==> src/rtl/neo_rst_pkg.sv <==
// Shared types, widths and default cycle constants for the NeoGeo reset generator.
package neo_rst_pkg;

  localparam int WDOG_CNT_W       = 4;
  localparam int DEF_POR_CYCLES   = 4096;
  localparam int DEF_WDOG_FRAMES  = 8;
  localparam int DEF_PULSE_CYCLES = 256;

  typedef enum logic [1:0] {
    ST_POR   = 2'd0,
    ST_RUN   = 2'd1,
    ST_PULSE = 2'd2
  } state_t;

  // Width needed to count 0 .. max(a,b)-1, never less than one bit.
  function automatic int cnt_width(input int a, input int b);
    int m;
    m = (a > b) ? a : b;
    return (m > 1) ? $clog2(m) : 1;
  endfunction

endpackage

==> src/rtl/neo_rst_stretch.sv <==
// Reset-stretch counter shared by the power-on hold and the watchdog pulse;
// done is high while the count equals the selected last value.
module neo_rst_stretch #(
  parameter int CW = 12
) (
  input  logic          clk,
  input  logic          rst_n,
  input  logic          clr,
  input  logic          inc,
  input  logic [CW-1:0] last,
  output logic          done
);

  logic [CW-1:0] cnt;

  always_ff @(posedge clk or negedge rst_n) begin
    if (!rst_n) begin
      cnt <= '0;
    end else if (clr) begin
      cnt <= '0;
    end else if (inc) begin
      cnt <= cnt + CW'(1);
    end
  end

  assign done = (cnt == last);

endmodule

==> src/rtl/neo_wdog_rstgen.sv <==
// NeoGeo reset request generator: power-on hold plus VBLANK-counted watchdog.
// Define NEO_WDOG_STATUS_EN to add the sticky WDOG_FIRED flag and its WDOG_CLR input.
module neo_wdog_rstgen
  import neo_rst_pkg::*;
#(
  parameter int POR_CYCLES   = DEF_POR_CYCLES,
  parameter int WDOG_FRAMES  = DEF_WDOG_FRAMES,
  parameter int PULSE_CYCLES = DEF_PULSE_CYCLES
) (
  input  logic                  CLK,
  input  logic                  nRESET,
  input  logic                  CLK_EN_24_N,
  input  logic                  VBLANK,
  input  logic                  WDOG_KICK,
  input  logic                  WDOG_DIS,
  output logic                  nRESET_REQ,
  output logic [WDOG_CNT_W-1:0] WDOG_CNT
`ifdef NEO_WDOG_STATUS_EN
  ,
  output logic                  WDOG_FIRED,
  input  logic                  WDOG_CLR
`endif
);

  localparam int CW = cnt_width(POR_CYCLES, PULSE_CYCLES);
  localparam logic [CW-1:0]         POR_LAST    = CW'(POR_CYCLES - 1);
  localparam logic [CW-1:0]         PULSE_LAST  = CW'(PULSE_CYCLES - 1);
  localparam logic [WDOG_CNT_W-1:0] FRAMES_LAST = WDOG_CNT_W'(WDOG_FRAMES - 1);

  state_t                  state;
  logic                    req;
  logic [WDOG_CNT_W-1:0]   wdog_cnt;
  logic                    kick_pend;
  logic                    vb_d;
  logic                    en;
  logic                    kick;
  logic                    vb_rise;
  logic                    fire;
  logic                    holding;
  logic                    st_done;
  logic [CW-1:0]           st_last;

  assign en      = CLK_EN_24_N;
  // A kick arriving on the enable cycle itself counts immediately.
  assign kick    = kick_pend | WDOG_KICK;
  assign vb_rise = VBLANK & ~vb_d;
  assign holding = (state != ST_RUN);
  assign st_last = (state == ST_POR) ? POR_LAST : PULSE_LAST;
  assign fire    = en && (state == ST_RUN) && vb_rise && !kick && !WDOG_DIS &&
                   (wdog_cnt == FRAMES_LAST);

  neo_rst_stretch #(.CW(CW)) u_stretch (
    .clk   (CLK),
    .rst_n (nRESET),
    .clr   (en & holding & st_done),
    .inc   (en & holding & ~st_done),
    .last  (st_last),
    .done  (st_done)
  );

  always_ff @(posedge CLK or negedge nRESET) begin
    if (!nRESET) begin
      kick_pend <= 1'b0;
      vb_d      <= 1'b0;
    end else if (en) begin
      kick_pend <= 1'b0;
      vb_d      <= VBLANK;
    end else if (WDOG_KICK) begin
      kick_pend <= 1'b1;
    end
  end

  always_ff @(posedge CLK or negedge nRESET) begin
    if (!nRESET) begin
      state    <= ST_POR;
      req      <= 1'b0;
      wdog_cnt <= '0;
    end else if (en) begin
      case (state)
        ST_POR: begin
          if (st_done) begin
            state <= ST_RUN;
            req   <= 1'b1;
          end
        end
        ST_RUN: begin
          if (kick || WDOG_DIS) begin
            wdog_cnt <= '0;
          end else if (fire) begin
            state    <= ST_PULSE;
            req      <= 1'b0;
            wdog_cnt <= '0;
          end else if (vb_rise) begin
            wdog_cnt <= wdog_cnt + WDOG_CNT_W'(1);
          end
        end
        ST_PULSE: begin
          if (st_done) begin
            state <= ST_RUN;
            req   <= 1'b1;
          end
        end
        default: begin
          state <= ST_POR;
          req   <= 1'b0;
        end
      endcase
    end
  end

  assign nRESET_REQ = req;
  assign WDOG_CNT   = wdog_cnt;

`ifdef NEO_WDOG_STATUS_EN
  logic fired;

  // Set wins over a clear in the same cycle.
  always_ff @(posedge CLK or negedge nRESET) begin
    if (!nRESET) begin
      fired <= 1'b0;
    end else if (fire) begin
      fired <= 1'b1;
    end else if (WDOG_CLR) begin
      fired <= 1'b0;
    end
  end

  assign WDOG_FIRED = fired;
`endif

endmodule

==> config.mk <==
export PLATFORM = sky130hd
export DESIGN_NAME = neo_wdog_rstgen
export DESIGN_NICKNAME = d
export VERILOG_FILES = /design/src/rtl/neo_rst_pkg.sv /design/src/rtl/neo_rst_stretch.sv /design/src/rtl/neo_wdog_rstgen.sv
export SDC_FILE = /design/constraint.sdc
export NUM_CORES = 1
export LEC_CHECK = 0
export ABC_AREA = 1
export CORE_MARGIN = 4
export CORE_UTILIZATION = 56
export CTS_CLUSTER_DIAMETER = 50
export DETAILED_ROUTE_END_ITERATION = 8
export HOLD_SLACK_MARGIN = 0.12
export PLACE_DENSITY = 0.83
export SETUP_SLACK_MARGIN = 0.02
export SLEW_MARGIN = 20
export SYNTH_ARGS = -nofsm -noshare
export SYNTH_HDL_FRONTEND = slang
export SYNTH_SLANG_ARGS = --single-unit
==> constraint.sdc <==
create_clock -name CLK -period 1.5 [get_ports CLK]
set_input_delay 0.15 -clock CLK [delete_from_list [all_inputs] [get_ports CLK]]
set_output_delay 0.15 -clock CLK [all_outputs]
set_load 0.02 [all_outputs]
==> results of run 1 <==
==> stage by stage <==
step / util / setup TNS [ns] / area (sq um) / total power, mW / hold WS (ns)
floorplan: - / 0 / 1210 / 0.963 / -0.146
global placement: 0.703 / 0 / 1410 / 1.06 / 0.464
detailed placement: 0.703 / -0.0380 / 1410 / 1.07 / 0.463
CTS: 0.713 / 0 / 1430 / 1.34 / 0.188
global route: 0.743 / -0.0297 / 1490 / 1.52 / 0.210
finish: 0.743 / 0 / 1490 / 1.44 / 0.176
==> area by class of cell <==
cell class / count / area [sq um] / share of cell area
repair buffers: 20 / 183 / 0.123
inverters: 19 / 71.3 / 0.0479
flip-flops and latches: 21 / 526 / 0.353
multi-input cells: 121 / 648 / 0.436
clock buffers: 4 / 26.3 / 0.0177
well taps: 27 / 33.8 / 0.0227
==> layer usage <==
metal,part of all wire,track usage,vias to the layer above
li1,-,-,569
met1,0.39,0.231,526
met2,0.52,0.373,42
met3,0.060,0.0327,13
met4,0.028,0.0913,0
met5,0,0,-
==> cells by family after synthesis <==
family	after synthesis
flip-flops	21
XOR/XNOR	3
buffers and inverters	19
AO/OA/AOI/OAI	7
AND/OR/NAND/NOR	109
adder cells (fa/ha/maj)	2
==> final timing paths <==
kind / to / from / slack [ns] / depth (start not counted)
max reg2reg: u_stretch.cnt[1]$_DFFE_PN0P_ / u_stretch.cnt[1]$_DFFE_PN0P_ / 0.09 / 7
max: nRESET_REQ / nRESET_REQ$_DFFE_PN0P_ / 0.08 / 1
max in group asynchronous: u_stretch.cnt[6]$_DFFE_PN0P_ / nRESET / 1.11 / 2
min reg2reg: nRESET_REQ$_DFFE_PN0P_ / nRESET_REQ$_DFFE_PN0P_ / 0.48 / 2
min: u_stretch.cnt[0]$_DFFE_PN0P_ / nRESET / 0.18 / 2
min in group CLK: vb_d$_DFFE_PN0P_ / VBLANK / 0.44 / 3
==> cell usage after synthesis, drive strengths merged <==
cell    n  area (sq um)
nand2  57           226
dfrtp  21           526
nor2   20          87.6
inv    19          71.3
nand3  18           100
nor3    7          62.6
nand4   6          37.5
o21ai   4          27.5
a21oi   2          10.0
ha      2          25.0
xnor2   2          17.5
a21o    1          8.76
and3    1          6.26
xor2    1          8.76
==> state kept, by name, summed over array words and instances (netlist names) <==
register       flops
u_stretch.cnt     12
state              2
nRESET_REQ         1
vb_d               1
WDOG_CNT           4
kick_pend          1
==> repair_timing <==
item	4_1_cts	5_1_grt
endpoints found under the setup margin	4	7
setup buffers	0	4
resized for setup	4	6
pin swaps	0	4
==> power by group <==
group	switching [mW]	internal, mW
Clock	0.172	0.104
Combinational	0.210	0.176
Sequential	0.126	0.650
Total	0.509	0.930
==> results.ini, run 1 <==
[worst_setup_path]
cp_top_family=buffers and inverters
crit_required_ns=1.35
crit_type=reg -> out
start_kind=flop
cp_num_buf_inv=1
end_kind=output pin
crit_slowest_cell=clkdlybuf4s50_1
cp.arrival_ns=1.27
crit_chain=clkdlybuf4s50_1
critical_path_peak_fanout=2
critPathMaxStageDelay_ns=0.61

[flow_run]
drv_cap=0

[grt]
grt_start_max_net_pins=22
grt_usage=0.204
grt_pass1_vias=1092
grt_antenna_before_repair=0
overflow=0
grt_pass1_wl_microns=4350

[finish]
mostFrequentLayoutCells=nand2_1, dfrtp_1, inv_1
final_common_cell=nand2_1
layout.cells.non_filler=212
n_antenna_cell=0
syn_to_final_growth_pct=22.5
drive_gt1_frac=0.184
nFillCells=156
layout.nets=194

[floorplan]
die_h_microns=54.6
start_util=0.607
core_area_sq_mm=0.00200
dieArea_sq_mm=0.00298
fp.dieW_microns=54.6
io-pin-count=11
rows=16

[pwr]
p_leak_nw=0.781
p_per_area_mw_per_mm2=967
peakVddDrop_v=0.000877

[clock_network]
htree_levels=1
cts_tree=built
clkLatencyLatePin_ns=0.31
clk_pin_slew_ns=0.12
cts_buffers=3
cts_buffer_depth=2
clock_sinks=21
root_buffer=clkbuf_4
hold_buffers=0

[logic_synthesis]
syn_inst=161
synth_area_sq_mm=0.00121
ys_seq_area_frac=0.433
synth-xor-area-share=0.0216
synth_compound_area_frac=0.0381
syn_nets=169
synthMuxAreaShare=0
avgSynthCellArea_sq_um=7.55
synth_seq_cells=21
yosys_warnings=0
ys_types=22
synth-simple-area-share=0.428
synth_fa_ha_area_frac=0.0206
synth_top_family_by_area=simple AND/OR/NAND/NOR gates

[drt]
num_vias=1150
route.detailed.drc=0
drt_wl_total_microns=2820
dr.pass1.iters=4
drt_iter0_markers=34
viasPerCell=5.42
wire_per_inst_microns=13.3
ant_nets=0

[placement]
dp_hpwl_microns=2010
dp.cells=204
place_ws_ns=-0.0122
io_buffers=10
place_congestion=0.864

[status]
status=completed

[sta]
fmax_ghz=0.703
worstMarginPinSlew_ns=0.347
fin_skew_ns=0.00443
max-slew-margin-rel=0.767
finalSetupViolations=0
hold_viol=0
slew_viol_final=0
layout_setup_ws_ns=0.0777
finalCritPeriodShare=0.948
period_needed_ns=1.42

[min_path]
holdCritPathClass=in -> async

(Power assumes the default switching activity.)
==> run 2, diff against run 1 <==
GPL_ROUTABILITY_DRIVEN = 1   (was unset)
==> results of run 2 <==
No change in the layout: final DEF, timing and power equal those of run 1.
==> run 3, diff against run 2 <==
GPL_ROUTABILITY_DRIVEN = 0   (was 1)
==> results of run 3 <==
No change in the layout: final DEF, timing and power equal those of run 1.
